<file path="config.mk">
export PLATFORM = sky130hd
export DESIGN_NAME = apb_master_flat
export DESIGN_NICKNAME = d
export VERILOG_FILES = /design/src/rtl/apb_pkg.sv /design/src/rtl/apb_master_if.sv /design/src/rtl/apb_master.sv /design/src/flat_wrapper.sv
export SDC_FILE = /design/constraint.sdc
export NUM_CORES = 1
export LEC_CHECK = 0
export ABC_AREA = 1
export CAP_MARGIN = 10
export CORE_MARGIN = 4
export CORE_UTILIZATION = 36
export DETAILED_ROUTE_END_ITERATION = 12
export GPL_ROUTABILITY_DRIVEN = 0
export PLACE_DENSITY_LB_ADDON = 0.12
export SKIP_CTS_REPAIR_TIMING = 1
export SYNTH_ARGS = -nofsm -noshare
export SYNTH_HDL_FRONTEND = slang
export SYNTH_SLANG_ARGS = --single-unit
</file>
<file path="constraint.sdc">
create_clock -name PCLK -period 1.3 [get_ports PCLK]
set_input_delay 0.195 -clock PCLK [delete_from_list [all_inputs] [get_ports PCLK]]
set_output_delay 0.195 -clock PCLK [all_outputs]
set_load 0.1 [all_outputs]
</file>
<file path="src/rtl/apb_pkg.sv">
// Shared types and default widths for the APB requester.
package apb_pkg;

    // Default bus widths.
    localparam int APB_ADDR_W = 32;
    localparam int APB_DATA_W = 32;

    // Transfer sequencing states.
    typedef enum logic [1:0] {
        IDLE   = 2'd0,
        SETUP  = 2'd1,
        ACCESS = 2'd2
    } apb_state_t;

    // Completion record returned to the command side.
    typedef struct packed {
        logic [APB_DATA_W-1:0] rdata;
        logic                  err;
    } apb_rsp_t;

endpackage

</file>
<file path="src/rtl/apb_master_if.sv">
// APB bus bundle between one requester and its downstream slave.
interface apb_master_if #(
    parameter int ADDR_W = 32,
    parameter int DATA_W = 32
);
    logic              PSEL;
    logic              PENABLE;
    logic              PWRITE;
    logic [ADDR_W-1:0] PADDR;
    logic [DATA_W-1:0] PWDATA;
    logic              PREADY;
    logic [DATA_W-1:0] PRDATA;

    // Requester side: drives address/control/data, observes the slave reply.
    modport master (
        output PSEL, PENABLE, PWRITE, PADDR, PWDATA,
        input  PREADY, PRDATA
    );

    // Slave side: the mirror image.
    modport slave (
        input  PSEL, PENABLE, PWRITE, PADDR, PWDATA,
        output PREADY, PRDATA
    );
endinterface

</file>
<file path="src/rtl/apb_master.sv">
// APB requester: single-beat commands in, SETUP/ACCESS sequencing out,
// one-cycle response pulse back, with an optional ACCESS wait timeout.
module apb_master
    import apb_pkg::*;
#(
    parameter int ADDR_W      = APB_ADDR_W,
    parameter int DATA_W      = APB_DATA_W,
    parameter int TIMEOUT_CYC = 16,
    parameter int CNT_W       = 8
) (
    input  logic              PCLK,
    input  logic              PRESET,

    input  logic              cmd_valid,
    output logic              cmd_ready,
    input  logic              cmd_write,
    input  logic [ADDR_W-1:0] cmd_addr,
    input  logic [DATA_W-1:0] cmd_wdata,

    output logic              rsp_valid,
    output logic [DATA_W-1:0] rsp_rdata,
    output logic              rsp_err,

    apb_master_if.master      bus
);

    // The counter must be able to reach TIMEOUT_CYC-1 without wrapping.
    if (TIMEOUT_CYC >= (2 ** CNT_W)) begin : g_cnt_too_narrow
        $error("apb_master: TIMEOUT_CYC does not fit in CNT_W bits");
    end

    localparam bit              TO_EN     = (TIMEOUT_CYC != 0);
    localparam int              TO_LAST_I = (TIMEOUT_CYC == 0) ? 0 : TIMEOUT_CYC - 1;
    localparam logic [CNT_W-1:0] TO_LAST  = TO_LAST_I[CNT_W-1:0];

    apb_state_t       state;
    logic [CNT_W-1:0] wait_cnt;
    logic             timeout_hit;

    // The counter holds the number of PREADY-low ACCESS cycles already seen,
    // so the current cycle is the last one allowed when it reads TIMEOUT_CYC-1.
    assign timeout_hit = TO_EN && (wait_cnt == TO_LAST);

    // Transfer FSM with all bus and response outputs registered.
    // NOTE: every register here uses non-blocking assignment so all of them
    // update together from the pre-edge values; blocking would create
    // order-dependent, simulation-only behaviour.
    always_ff @(posedge PCLK) begin
        if (PRESET) begin
            state       <= IDLE;
            wait_cnt    <= '0;
            cmd_ready   <= 1'b0;
            bus.PSEL    <= 1'b0;
            bus.PENABLE <= 1'b0;
            bus.PWRITE  <= 1'b0;
            bus.PADDR   <= '0;
            bus.PWDATA  <= '0;
            rsp_valid   <= 1'b0;
            rsp_rdata   <= '0;
            rsp_err     <= 1'b0;
        end else begin
            // The response is a pulse; it is re-armed only on completion.
            rsp_valid <= 1'b0;

            case (state)
                IDLE: begin
                    if (cmd_valid && cmd_ready) begin
                        // Address, data and direction stay frozen until the
                        // next accepted command.
                        bus.PWRITE  <= cmd_write;
                        bus.PADDR   <= cmd_addr;
                        bus.PWDATA  <= cmd_wdata;
                        bus.PSEL    <= 1'b1;
                        bus.PENABLE <= 1'b0;
                        cmd_ready   <= 1'b0;
                        state       <= SETUP;
                    end else begin
                        // Ready rises one edge after reset release and stays
                        // high for as long as we idle.
                        cmd_ready <= 1'b1;
                    end
                end

                SETUP: begin
                    bus.PENABLE <= 1'b1;
                    wait_cnt    <= '0;
                    state       <= ACCESS;
                end

                ACCESS: begin
                    if (bus.PREADY) begin
                        // A ready slave wins over a timeout on the same edge.
                        bus.PSEL    <= 1'b0;
                        bus.PENABLE <= 1'b0;
                        cmd_ready   <= 1'b1;
                        rsp_valid   <= 1'b1;
                        rsp_err     <= 1'b0;
                        rsp_rdata   <= bus.PWRITE ? '0 : bus.PRDATA;
                        state       <= IDLE;
                    end else if (timeout_hit) begin
                        bus.PSEL    <= 1'b0;
                        bus.PENABLE <= 1'b0;
                        cmd_ready   <= 1'b1;
                        rsp_valid   <= 1'b1;
                        rsp_err     <= 1'b1;
                        rsp_rdata   <= '0;
                        state       <= IDLE;
                    end else begin
                        wait_cnt <= wait_cnt + 1'b1;
                    end
                end

                default: begin
                    bus.PSEL    <= 1'b0;
                    bus.PENABLE <= 1'b0;
                    cmd_ready   <= 1'b0;
                    state       <= IDLE;
                end
            endcase
        end
    end

endmodule

</file>
<file path="src/flat_wrapper.sv">
// flat-port wrapper written by rule: the top's interface ports become plain ports
module apb_master_flat import apb_pkg::*;
#(
    parameter int ADDR_W      = APB_ADDR_W,
    parameter int DATA_W      = APB_DATA_W,
    parameter int TIMEOUT_CYC = 16,
    parameter int CNT_W       = 8
)
  (PCLK, PRESET, cmd_valid, cmd_ready, cmd_write, cmd_addr, cmd_wdata, rsp_valid, rsp_rdata, rsp_err, bus_PSEL, bus_PENABLE, bus_PWRITE, bus_PADDR, bus_PWDATA, bus_PREADY, bus_PRDATA);
  apb_master_if #(.ADDR_W(ADDR_W), .DATA_W(DATA_W)) bus_i ();
  input  logic PCLK;
  input  logic PRESET;
  input  logic cmd_valid;
  output logic cmd_ready;
  input  logic cmd_write;
  input  logic [ADDR_W-1:0] cmd_addr;
  input  logic [DATA_W-1:0] cmd_wdata;
  output logic rsp_valid;
  output logic [DATA_W-1:0] rsp_rdata;
  output logic rsp_err;
  output wire logic [$bits(bus_i.PSEL)-1:0] bus_PSEL;
  output wire logic [$bits(bus_i.PENABLE)-1:0] bus_PENABLE;
  output wire logic [$bits(bus_i.PWRITE)-1:0] bus_PWRITE;
  output wire logic [$bits(bus_i.PADDR)-1:0] bus_PADDR;
  output wire logic [$bits(bus_i.PWDATA)-1:0] bus_PWDATA;
  input wire logic [$bits(bus_i.PREADY)-1:0] bus_PREADY;
  input wire logic [$bits(bus_i.PRDATA)-1:0] bus_PRDATA;
  assign bus_PSEL = bus_i.PSEL;
  assign bus_PENABLE = bus_i.PENABLE;
  assign bus_PWRITE = bus_i.PWRITE;
  assign bus_PADDR = bus_i.PADDR;
  assign bus_PWDATA = bus_i.PWDATA;
  assign bus_i.PREADY = bus_PREADY;
  assign bus_i.PRDATA = bus_PRDATA;
  apb_master #(.ADDR_W(ADDR_W), .DATA_W(DATA_W), .TIMEOUT_CYC(TIMEOUT_CYC), .CNT_W(CNT_W)) u_core (.PCLK(PCLK), .PRESET(PRESET), .cmd_valid(cmd_valid), .cmd_ready(cmd_ready), .cmd_write(cmd_write), .cmd_addr(cmd_addr), .cmd_wdata(cmd_wdata), .rsp_valid(rsp_valid), .rsp_rdata(rsp_rdata), .rsp_err(rsp_err), .bus(bus_i));
endmodule
</file>
==> results_dict.tcl, run 1 <==
set metrics [dict create \
    cts_buffers 9 \
    synthTopCellsByCount "144 x nor2_1, 111 x dfxtp_1, 94 x nand2_1" \
    num_io_pins 203 \
    yosysTopAreaCellShare_pct 54.06 \
    synth_top_area_cell "dfxtp_1" \
    clock_path_buffers 2 \
    ant_nets 0 \
    drv_cap 0 \
    drt_pre_antenna_iters 4 \
    row_count 38 \
    drive_gt1_share_pct 30.07 \
    grt_max_degree 55 \
    min_period_ns 1.412 \
    htree_levels 3 \
    syn_nets 634 \
    wirelength_mm 13.54 \
    initial_core_util_pct 37.42 \
    clk_latency_ns 0.34 \
    io_buffers 202 \
    power.density_mw_per_mm2 2663 \
    crit_type "flip-flop to flip-flop" \
    crit_required_ns 1.56 \
    cts_root_buffer "clkbuf_16" \
    peakVddDrop_mv 1.890 \
    setup_slack_ns -0.1118 \
    nets 852 \
    wire_per_inst_um 15.13 \
    drtIter0Drc 191 \
    vias_per_cell 4.708 \
    syn_area_sq_mm 0.004110 \
    cts_tree "done" \
    yosysWarnings 0 \
    synth_cells 532 \
    cp_max_fo 5 \
    core_area_sq_mm 0.01098 \
    start_kind "flip-flop" \
    overflow 0 \
    ys.flop_type "dfxtp_1" \
    slew_headroom_pct 84.05 \
    status "finished, violations left" \
    hpwlAfterDp_mm 9.833 \
    yosys.area_share.simple_pct 25.75 \
    arrival_ns 1.67 \
    synth_compound_area_share_pct 13.76 \
    antenna_found_initial 0 \
    fin_crit_sh_pct 108.6 \
    synth.most_common_cell "nor2_1" \
    synth_top_family_by_area "simple AND/OR/NAND/NOR gates" \
    synth-seq-area-share_pct 54.06 \
    num_vias 4214 \
    tightest_slew_ns 0.2367 \
    hp-class "primary input to flip-flop" \
    grt_pass1_wl_mm 20.06 \
    dieHeight_um 114.9 \
    area_growth_pct 96.23 \
    hold_violations 0 \
    synth-xor-area-share_pct 0 \
    setup_viol 62 \
    fin_skew_ns 0.01307 \
    grt_use_total_pct 18.88 \
    fillers 828 \
    max_freq_mhz 708.3 \
    synth-seq-cells 111 \
    synth.area.top_cells "dfxtp_1 54%, nor2_1 13%, nand2_1 8.6%" \
    clk_pin_slew_ns 0.08 \
    drc_errors 0 \
    crit_path_end_kind "flip-flop" \
    synthAdderAreaFrac_pct 0.3044 \
    fp.dieArea_sq_mm 0.01319 \
    synth_edf_count 0 \
    rsz0062_at_grt "true" \
    synth_cell_type_count 25 \
    placed_cell_area_sq_mm 0.007467 \
    p_leak_uw 0.003170 \
    dieWidth_um 114.9 \
    slew_viol_final 0 \
    avgSynthCellArea_sq_um 7.726 \
    synthArstFlopShare_pct 0 \
    finalInstanceArea_sq_mm 0.008065 \
    power.total_uw 21480 \
    clock_sinks 111 \
    n_antenna_cell 0 \
    violations "negative setup slack" \
    timing.hold.ws_ns 0.4063 \
    synth.mux.area_fraction_pct 0 \
    grt_pass1_vias 4145 \
]
## state kept, by name (all words and copies together), names as in the netlist, 8 cells and up
| signal | flops |
|---|---|
| u_core.bus.PADDR | 32 |
| u_core.bus.PWDATA | 32 |
| u_core.rsp_rdata | 32 |
| u_core.wait_cnt | 8 |
## cells in the final DEF, fill, tap and decap left out
cell type / netlist / routed
buf_4: 3 / 23
a21oi_1: 38 / 37
inv_1: 12 / 10
nand2_1: 94 / 86
nand2_2: 5 / 9
nor2_4: 1 / 5
inv_4: 0 / 1
o211ai_1: 1 / 1
nand2_4: 1 / 4
clkinv_4: 0 / 2
clkbuf_16: 0 / 12
nor2_1: 144 / 105
nand3_1: 14 / 14
buf_6: 7 / 3
o21bai_1: 1 / 1
o21ai_1: 0 / 39
dfxtp_4: 0 / 2
clkbuf_8: 0 / 1
or2_4: 0 / 1
inv_6: 0 / 2
o21ai_4: 1 / 1
a21oi_2: 1 / 2
o21ai_0: 67 / 28
clkbuf_1: 13 / 1
nand3_4: 1 / 1
nand2_8: 0 / 1
buf_12: 0 / 110
clkinv_2: 0 / 1
ha_4: 0 / 1
inv_2: 2 / 3
nor3_1: 1 / 1
dfxtp_2: 0 / 4
inv_8: 0 / 1
clkdlybuf4s50_1: 0 / 100
nor2_2: 2 / 37
dfxtp_1: 111 / 105
## worst paths after layout
| path | to | slack (ns) | start | cells past startpoint |
|---|---|---|---|---|
| hold reg to reg | u_core.rsp_rdata[0] | 0.50 | u_core.rsp_rdata[0] | 2 |
| setup / recovery | u_core.wait_cnt[1] | -0.11 | u_core.wait_cnt[5] | 6 |
| setup reg to reg | u_core.wait_cnt[1] | -0.11 | u_core.wait_cnt[5] | 6 |
| hold / removal | u_core.rsp_rdata[18] | 0.41 | bus_PRDATA[18] | 3 |
## final cells by class
| type | instances | area [sq um] | area share [%] |
|---|---|---|---|
| clock buffers | 11 | 242.7 | 3.010 |
| clock inverters | 5 | 40.04 | 0.4964 |
| inverters | 15 | 66.31 | 0.8222 |
| multi-input cells | 374 | 1822 | 22.59 |
| flip-flops and latches | 111 | 2235 | 27.71 |
| well taps | 140 | 175.2 | 2.172 |
| repair buffers | 239 | 3485 | 43.21 |
## routing by layer
metal	wire, um	GRT usage [%]	up-vias
met4	216	5.243	0
met5	0	0	-
met2	7133	34.30	132
met3	1110	7.684	14
li1	-	-	2136
met1	5077	20.14	1932
## cell families after synthesis
family	after synthesis
buffers and inverters	47
AOI/OAI and AO/OA	109
DFF	111
and+or+nand+nor	264
adders and majority gates	1
## worst max-delay path, cell delays in order (launching register included)
cell and delay (ns):
dfxtp_1 0.32, nor2_1 0.20, nand2_2 0.13, o21ai_4 0.27, buf_4 0.18, nand3_1 0.08
a21oi_1 0.15
## power by group
group          internal (uW)  total, uW  leakage (uW)  switching [uW]
registers               4310       5330      0.000913            1020
clock network           1370       2630      0.000140            1250
logic                   4900      13500       0.00212            8610
total                  10600      21500       0.00317           10900
## through the flow
step	utilization (%)	std cells	worst slack, ns	TNS [ns]
floorplan	-	532	-0.01982	-0.02624
global placement	67.99	870	-0.2030	-14.58
detailed placement	67.99	870	-0.2413	-17.28
CTS	70.56	886	-0.04693	-0.5824
global route	73.43	895	-0.1781	-8.778
finish	73.43	895	-0.1118	-2.430
Note: power is estimated with default switching activity, not from simulation.
==> inputs of run 2 (changes only) <==
--- a/config.mk
+++ b/config.mk
@@ -6,9 +6,12 @@
 export NUM_CORES = 1
 export LEC_CHECK = 0
 export ABC_AREA = 1
-export CAP_MARGIN = 10
+export CAP_MARGIN = 5
+export CELL_PAD_IN_SITES_DETAIL_PLACEMENT = 1
+export CELL_PAD_IN_SITES_GLOBAL_PLACEMENT = 1
 export CORE_MARGIN = 4
-export CORE_UTILIZATION = 36
+export CORE_UTILIZATION = 25
+export CTS_CLUSTER_SIZE = 8
 export DETAILED_ROUTE_END_ITERATION = 12
 export GPL_ROUTABILITY_DRIVEN = 0
 export PLACE_DENSITY_LB_ADDON = 0.12
==> results_dict.tcl, run 2 (synthesis results as in run 1) <==
set metrics [dict create \
    row_count 46 \
    grt_use_total_pct 16.01 \
    drc_errors 0 \
    grt_max_degree 42 \
    overflow 0 \
    reg.largest.list "u_core.bus.PADDR: 32 flops, u_core.bus.PWDATA: 32 flops, u_core.rsp_rdata: 32 flops" \
    io_buffers 202 \
    dieWidth_um 136.2 \
    cts_buffers 9 \
    n_antenna_cell 0 \
    final_common_cell "buf_12" \
    slew_viol_final 0 \
    reg2reg_from "u_core.wait_cnt[1]" \
    drive_gt1_share_pct 36.13 \
    setup_viol 106 \
    wire_per_inst_um 16.93 \
    peakVddDrop_mv 1.619 \
    r2r_slack_ns -0.12 \
    max_freq_mhz 706.1 \
    clock_path_buffers 2 \
    crit_chain "ha_4 > nand3_4 > o21bai_1 > nand2_2 > buf_12 > nand2_1 > a21oi_1" \
    slew_headroom_pct 77.13 \
    min_delay_path_depth 3 \
    fin_skew_ns 0.004014 \
    power.density_mw_per_mm2 2665 \
    htree_levels 3 \
    dieHeight_um 136.2 \
    min_period_ns 1.416 \
    slowest_delay_ns 0.35 \
    setup_slack_ns -0.1162 \
    nets 873 \
    final_cell_mix "113 x buf_12, 105 x dfxtp_1, 100 x clkdlybuf4s50_1, 87 x nand2_1, 85 x nor2_1" \
    hp-class "primary input to flip-flop" \
    core_area_sq_mm 0.01600 \
    final_util_pct 53.87 \
    clock_sinks 111 \
    area_growth_pct 109.7 \
    placed_cell_area_sq_mm 0.007632 \
    clk_latency_ns 0.35 \
    cts_tree "done" \
    rsz0062_at_grt "true" \
    r2r_cells 7 \
    drtIter0Drc 121 \
    power.total_uw 22970 \
    path_buf_inv 1 \
    p_leak_uw 0.003358 \
    crit_family "flip-flops" \
    fin_crit_sh_pct 108.9 \
    finalInstanceArea_sq_mm 0.008620 \
    initial_core_util_pct 25.69 \
    cpMaxStageDelayCell "dfxtp_2" \
    cts_root_buffer "clkbuf_16" \
    hold_violations 0 \
    drv_cap 0 \
    arrival_ns 1.65 \
    crit_required_ns 1.53 \
    rr_endpoint "u_core.rsp_rdata[27]" \
    crit_type "flip-flop to flip-flop" \
    drt_pre_antenna_iters 4 \
    crit_path_end_kind "flip-flop" \
    wirelength_mm 16.78 \
    num_io_pins 203 \
    hold_end "u_core.rsp_rdata[17]" \
    grt_pass1_vias 4485 \
    num_vias 4409 \
    antenna_found_initial 0 \
    pre_cts_ws_ns -0.2665 \
    violations "negative setup slack" \
    tightest_slew_ns 0.3418 \
    ant_nets 0 \
    min_from "bus_PRDATA[17]" \
    status "finished, violations left" \
    start_kind "flip-flop" \
    clk_pin_slew_ns 0.07 \
    vias_per_cell 4.449 \
    grt_pass1_wl_mm 23.23 \
    cp_max_fo 31 \
    fp.dieArea_sq_mm 0.01856 \
    hpwlAfterDp_mm 11.53 \
]
[run 2: worst max path at each step]
stage                       startpoint               endpoint  cells past startpoint
CTS                 u_core.wait_cnt[1]   u_core.rsp_rdata[27]                      7
finish              u_core.wait_cnt[1]   u_core.rsp_rdata[27]                      7
detailed placement          bus_PREADY   u_core.rsp_rdata[27]                      6
floorplan           u_core.bus.PENABLE    u_core.bus.PADDR[0]                      7
global route        u_core.wait_cnt[5]   u_core.rsp_rdata[27]                      7
global placement             cmd_valid  u_core.bus.PWDATA[29]                      8
[run 2: power by group]
group	total, uW	switching [uW]	internal, uW
combinational	14800	9140	5680
sequential	5410	1100	4310
clock	2740	1240	1500
total	23000	11500	11500
[run 2: per-layer routing]
metal	wire length [um]	up-vias	GRT usage [%]
li1	-	2177	-
met1	6536	2076	17.75
met2	8351	138	26.86
met3	1620	18	7.883
met4	270	0	5.207
met5	0	-	0
[run 2: area by class of cell]
class                           count  area [sq um]
Fill cell                        1769          7381
Timing Repair Buffer              258          3750
Sequential cell                   111          2235
Multi-Input combinational cell    376          1999
Clock buffer                       13         280.3
Tap cell                          216         270.3
Inverter                           15         71.32
Clock inverter                      2         13.76
[run 2: worst reg2reg max path, stage by stage (launching register included)]
cell and delay [ns]:
dfxtp_2 0.35, ha_4 0.15, nand3_4 0.11, o21bai_1 0.20, nand2_2 0.13, buf_12 0.19, nand2_1 0.09, a21oi_1 0.08
[run 2: stage by stage]
| stage | setup TNS, ns | hold slack (ns) | instances |
|---|---|---|---|
| 2_1_floorplan | -0.02624 | 0.3377 | 532 |
| 3_3_place_gp | -14.83 | 0.4865 | 952 |
| 3_5_place_dp | -17.00 | 0.4898 | 952 |
| 4_1_cts | -2.111 | 0.3952 | 967 |
| 5_1_grt | -12.74 | 0.4026 | 991 |
| 6_report | -4.516 | 0.4105 | 991 |
